[src/rtl/mult_2_stage_accum.sv]
// Frame accumulator placed behind a one-register-stage multiplier: aligns issue flags with
// the registered product, sums each frame into a guard-extended accumulator, and holds results.
module mult_2_stage_accum #(
    parameter int A_width = 8,
    parameter int B_width = 8,
    parameter int GUARD   = 4,
    parameter int CNT_W   = 8
) (
    input  logic                               clk,
    input  logic                               rst_n,
    input  logic                               in_valid,
    input  logic                               in_last,
    input  logic                               in_tc,
    output logic                               in_ready,
    input  logic [A_width+B_width-1:0]         product,
    output logic                               out_valid,
    input  logic                               out_ready,
    output logic [A_width+B_width+GUARD-1:0]   result,
    output logic [CNT_W-1:0]                   out_count,
    output logic                               out_ovf
);

    localparam int P_W   = A_width + B_width;
    localparam int ACC_W = P_W + GUARD;

    logic             s_vld;
    logic             s_last;
    logic             s_tc;
    logic [ACC_W-1:0] acc;
    logic [CNT_W-1:0] count;
    logic             ovf;
    logic             frame_start;

    logic             issue;
    logic [ACC_W-1:0] ext;
    logic [ACC_W-1:0] acc_base;
    logic [ACC_W:0]   sum_full;
    logic [ACC_W-1:0] sum;
    logic             step_ovf;
    logic             ovf_next;
    logic [CNT_W-1:0] count_base;
    logic [CNT_W-1:0] count_next;

    // A final term in the flag stage blocks issue so its product never meets a full result register.
    assign in_ready = !(s_vld && s_last) && (!out_valid || out_ready);
    assign issue    = in_valid && in_ready;

    assign ext        = s_tc ? {{GUARD{product[P_W-1]}}, product} : {{GUARD{1'b0}}, product};
    assign acc_base   = frame_start ? '0 : acc;
    assign sum_full   = {1'b0, acc_base} + {1'b0, ext};
    assign sum        = sum_full[ACC_W-1:0];
    assign step_ovf   = s_tc ? ((acc_base[ACC_W-1] == ext[ACC_W-1]) && (sum[ACC_W-1] != acc_base[ACC_W-1]))
                             : sum_full[ACC_W];
    assign ovf_next   = (frame_start ? 1'b0 : ovf) | step_ovf;
    assign count_base = frame_start ? '0 : count;
    assign count_next = (&count_base) ? count_base : count_base + CNT_W'(1);

    always_ff @(posedge clk or negedge rst_n) begin
        if (!rst_n) begin
            s_vld  <= 1'b0;
            s_last <= 1'b0;
            s_tc   <= 1'b0;
        end else begin
            s_vld  <= issue;
            s_last <= issue ? in_last : 1'b0;
            s_tc   <= issue ? in_tc : 1'b0;
        end
    end

    always_ff @(posedge clk or negedge rst_n) begin
        if (!rst_n) begin
            acc         <= '0;
            count       <= '0;
            ovf         <= 1'b0;
            frame_start <= 1'b1;
        end else if (s_vld) begin
            if (s_last) begin
                acc         <= '0;
                count       <= '0;
                ovf         <= 1'b0;
                frame_start <= 1'b1;
            end else begin
                acc         <= sum;
                count       <= count_next;
                ovf         <= ovf_next;
                frame_start <= 1'b0;
            end
        end
    end

    always_ff @(posedge clk or negedge rst_n) begin
        if (!rst_n) begin
            out_valid <= 1'b0;
            result    <= '0;
            out_count <= '0;
            out_ovf   <= 1'b0;
        end else if (s_vld && s_last) begin
            out_valid <= 1'b1;
            result    <= sum;
            out_count <= count_next;
            out_ovf   <= ovf_next;
        end else if (out_valid && out_ready) begin
            out_valid <= 1'b0;
        end
    end

endmodule
[config.mk]
export PLATFORM = sky130hd
export DESIGN_NAME = mult_2_stage_accum
export DESIGN_NICKNAME = d
export VERILOG_FILES = /design/src/rtl/mult_2_stage_accum.sv
export SDC_FILE = /design/constraint.sdc
export NUM_CORES = 1
export LEC_CHECK = 0
export CAP_MARGIN = 20
export CORE_MARGIN = 2
export CORE_UTILIZATION = 56
export CTS_CLUSTER_SIZE = 14
export DETAILED_ROUTE_END_ITERATION = 8
export HOLD_SLACK_MARGIN = 0.12
export PLACE_DENSITY = 0.78
export RECOVER_POWER = 50
export SLEW_MARGIN = 5
export SYNTH_ARGS = -nofsm -noshare
export SYNTH_HDL_FRONTEND = slang
export SYNTH_SLANG_ARGS = --single-unit
export TNS_END_PERCENT = 30
[constraint.sdc]
create_clock -name clk -period 7 [get_ports clk]
set_input_delay 1.4 -clock clk [delete_from_list [all_inputs] [get_ports clk]]
set_output_delay 1.4 -clock clk [all_outputs]
set_load 0.02 [all_outputs]
# After elaboration in Yosys (flattened, before gate mapping)
# Index checks and enable logic that the tools add are counted.
[word_totals] elab_cells=40 reg_bits=63
[classes] eq_ne=2 reduce_logical=10 bitwise=1 mux=14 add_sub_neg=2
[ops] cell="20-bit two-way mux" n=3
[ops] cell="8-bit two-way mux" n=3
[ops] cell="20-bit by 20-bit adder with 21-bit output" n=1
[ops] cell="8-bit by 1-bit adder with 8-bit output, second input constant" n=1
[ops] cell="1-bit two-way mux" n=8
[ops] cell="8-bit AND reduction" n=1
[ops] cell="1-bit logical AND" n=5
[ops] cell="1-bit zero test" n=2
[ops] cell="2-bit nonzero test" n=1
[ops] cell="1-bit == test" n=1
[ops] cell="1-bit logical OR" n=1
[ops] cell="1-bit != test" n=1
[ops] cell="1-bit bitwise OR" n=1

# Logic depth before layout (Yosys ltp)
[logic_depth] word_depth=7 ltp_mapped=12

# Worst setup path after synthesis
# No wires, ideal clock.
[synth_timing] path_kind="input to register" startpoint="input port product[0]" endpoint="register ovf" setup_time_ns=0.140 setup_slack_ns=3.587 required_time_ns=6.860 stages=9 arrival_ns=3.274 path_buffers=0 cell_sequence="ha_1 fa_1 a21oi_1 o21ai_0 a2111oi_0 a211oi_1 or2_4 a211oi_2 a31oi_1"
[synth_between] elab_chain_cells=7
[synth_lines] item="from (decl)" line="15" rtl="input logic [A_width+B_width-1:0] product,"
[synth_lines] item="20-bit two-way mux *" line="48" rtl="assign ext = s_tc ? {{GUARD{product[P_W-1]}}, product} : {{GUARD{1'b0}}, product};"
[synth_lines] item="20-bit by 20-bit adder with 21-bit output *" line="50" rtl="assign sum_full = {1'b0, acc_base} + {1'b0, ext};"
[synth_lines] item="1-bit != test" line="52" rtl="assign step_ovf = s_tc ? ((acc_base[ACC_W-1] == ext[ACC_W-1]) && (sum[ACC_W-1] != acc_base[ACC_W-1]))"
[synth_lines] item="1-bit logical AND" line="52"
[synth_lines] item="1-bit two-way mux *" line="52"
[synth_lines] item="1-bit bitwise OR *" line="54" rtl="assign ovf_next = (frame_start ? 1'b0 : ovf) | step_ovf;"
[synth_lines] item="1-bit two-way mux *" line="77" rtl="if (s_last) begin"
[synth_lines] item="to (signal assigned)" line="85" rtl="ovf <= ovf_next;"
[synth_lines] item="to (decl)" line="31" rtl="logic ovf;"
# Every way passes the cells marked *; elsewhere a longest branch is shown, timed or not.
# A chain may end at the register's enable or synchronous reset.

# Worst setup path after layout
[layout_timing] startpoint="input port out_ready" endpoint="output port in_ready"
[layout_between] elab_chain_cells=2
[layout_lines] item="from (decl)" line="17" rtl="input logic out_ready,"
[layout_lines] item="1-bit logical OR" line="45" rtl="assign in_ready = !(s_vld && s_last) && (!out_valid || out_ready);"
[layout_lines] item="1-bit logical AND" line="45"
[layout_lines] item="to (decl)" line="14" rtl="output logic in_ready,"
# Every way passes these cells.

==> flow_summary.ini <==
[placed_design]
numPortBuffers = 52
gp_congestion = 0.835
placed_cells = 490
place.detailed.hpwl_um = 5500
place_area_sq_um = 4140

[detailed_routing]
ant_nets = 0
met1_length_um = 3550
route.met3.wl_um = 332
drc_errors = 0
drt-vias-per-instance = 5.78
totalWireLength_um = 7850
highest_layer = met4
drt_first_iter_violations = 207
dr_wl_met2_um = 3810
wl_per_cell_um = 15.5
vias = 2919
first_pass_iters = 4

[sta]
timing.final.crit_period_ns = 4.28
fmax_mhz = 234
hold_violations = 0
slew_viol_final = 64
slew_headroom_pct = -120
rsz0062_at_grt = no
post-route-period-util_pct = 61.1
finalClockSkew_ns = 0.00957
worst_pin_slew_ns = 3.29
tns_ns = 0
setup_viol = 0

[synthesis]
ys_ff_latch = 63
synthTopCellsByArea = dfrtp_1 43%, ha_1 7.4%, o2bb2ai_1 5.6%
ys_seq_area_share_pct = 44.2
syn_nets = 419
synthAdderAreaFrac_pct = 7.92
synth.avg_cell_area_sq_um = 9.52
synthTopCellsByCount = 62 x dfrtp_1, 43 x nand2_1, 36 x o21ai_0, 23 x o2bb2ai_1, 21 x ha_1
synth-edff-count = 0
synth.distinct_cells = 47
synth_top_family_by_area = compound AO/OA/AOI/OAI gates
synth_top_area_share_pct = 43.5
synth.area.mux_share_pct = 0.316
synth.most_common_cell = dfrtp_1
yosys.area.top_type = dfrtp_1
syn-instance-count = 375
ys_warn_count = 0
ys.flop_type = dfrtp_1
synthArstFlopShare_pct = 100
synth-simple-area-share_pct = 15.6
synth_area_sq_um = 3570
synth-xor-area-share_pct = 5.15
synth-compound-area-share_pct = 23.6

[cells_and_area]
postLayoutCoreUtil_pct = 69.0
postLayoutCellArea_sq_um = 4310
layout-drive-gt1-share_pct = 5.37
fin_cells = 505
insertedDiodeCount = 0
layout.nets = 468
area_growth_pct = 20.8

[worst_hold_path]
hold_path_class = reg -> reg
min_path_cells = 2
min_from = result[1]$_DFFE_PN0P_
worstHoldEndpoint = result[1]$_DFFE_PN0P_

[floorplan]
ios = 53
die_h_um = 83.8
core-area_sq_um = 6240
std_cell_rows = 29
die_w_um = 83.8
fp.dieArea_sq_um = 7030
initial_core_util_pct = 57.2

[critical_path]
r2r_start = frame_start$_DFFE_PN1P_
crit_slowest_cell = clkdlybuf4s50_1
slowest_delay_ns = 0.66
r2r_cells = 11
cp.buffers_inverters = 3
critPathKind = in -> out
r2r_setup_slack_ns = 3.25
cp-start-kind = input port
path_max_fanout = 5
end_kind = output port
worstPathRequired_ns = 5.60
critical_path.cell_chain = dlygate4sd3_1 > inv_1 > a21oi_1 > clkdlybuf4s50_1
worstPathArrival_ns = 2.88
cp-startpoint = out_ready
cp_top_family = buffers and inverters
r2r_end = count[3]$_DFFE_PN0P_

[cts]
cts_tree = built
root_buffer = clkbuf_8
clkTransAtPathRegs_ns = 0.07
cts_resized = 0
htreeDepth = 3
post_cts_buffers = 0
cts_buffers = 9
clock_latency_ns = 0.35
cts_hold_repair.buffers = 0
clk_path_buf_depth = 2
clock-sinks = 63

[power]
p_leak_nw = 1.96
pwr-share-seq_pct = 33.8
combPwrFrac_pct = 48.7
p_sw_share_pct = 39.1
ir_worst_vdd_mv = 0.281
powerDensity_nw_per_um2 = 398
p_clk_share_pct = 17.6
power.net_switching_uw = 671
p_int_mw = 1.04

[grt]
antenna_found_initial = 0
grt_max_degree = 64
grt_pass1_vias = 2941
grt_pass1_wl_um = 13700
grt_util_all_layers_pct = 24.4
overflow = 0

[flow_run]
cap_violations = 1

[outcome]
violations = max-capacitance violations, max-slew violations
status = finished with violations
[registers in the layout (all words and copies together) (netlist names)]
| name | cells |
|---|---|
| s_last | 1 |
| out_valid | 1 |
| out_ovf | 1 |
| s_vld | 1 |
| acc | 20 |
| result | 20 |
| frame_start | 1 |
| s_tc | 1 |
| out_count | 8 |
| ovf | 1 |
| count | 8 |
[cell usage in the layout, fill, tap and decap left out, types with 11 or more instances in the layout]
cell,count
dfrtp_1,62
clkdlybuf4s50_1,47
nand2_1,43
o21ai_0,36
o2bb2ai_1,23
ha_1,21
nor2b_1,19
a21oi_1,19
nor2_1,16
xnor2_1,13
inv_1,12
a21o_1,11
[area by class of cell]
cell class	instances	area (sq um)
Clock buffer	10	128
Clock inverter	5	50.0
Fill cell	513	1930
Inverter	14	52.6
Multi-Input combinational cell	282	1880
Sequential cell	63	1580
Tap cell	77	96.3
Timing Repair Buffer	54	527
[per-layer routing]
metal	up-vias	global-route usage (%)
li1	1444	-
met5	-	0
met1	1389	32.4
met4	0	10.4
met3	18	6.92
met2	68	37.5
[metrics by stage]
stage | hold WS, ns | setup slack, ns | total power, mW
finish | 0.475 | 2.72 | 1.71
global route | 0.498 | 2.13 | 1.84
CTS | 0.479 | 2.79 | 1.73
detailed placement | 0.463 | 2.78 | 1.42
global placement | 0.461 | 2.83 | 1.40
floorplan | 0.449 | 3.59 | 1.14
[how the worst max path moves through the flow]
stage | depth (start not counted) | endpoint | slack [ns]
after global placement | 4 | in_ready | 2.83
after global routing | 2 | result[10]$_DFFE_PN0P_ | 2.13
after floorplan | 9 | ovf$_DFFE_PN0P_ | 3.59
final | 4 | in_ready | 2.72
after detailed placement | 4 | in_ready | 2.78
after CTS | 4 | in_ready | 2.79
[worst reg2reg max path, stage by stage (launching register included)]
cell	delay [ns]
dfstp_1	1.19
clkinv_1	0.53
nand2_1	0.23
inv_1	0.06
ha_1	0.21
and4b_1	0.24
and3_1	0.22
nand3_1	0.30
nand4_1	0.16
xor2_1	0.20
nor2_1	0.07
a22o_1	0.22
[power groups by stage]
stage          sequential [mW]  clock, mW  combinational, mW
2_1_floorplan            0.651          0              0.489
3_3_place_gp             0.581          0              0.817
3_5_place_dp             0.585          0              0.836
4_1_cts                  0.579      0.305              0.842
5_1_grt                  0.596      0.322              0.926
6_report                 0.579      0.301              0.834
[kinds of logic after synthesis]
logic type      Yosys count
compound gates          126
simple gates            112
mux                       1
flops                    63
buf+inv                  30
xor+xnor                 21
fa+ha+maj                22
No activity file was read; power rests on OpenSTA's default activity.
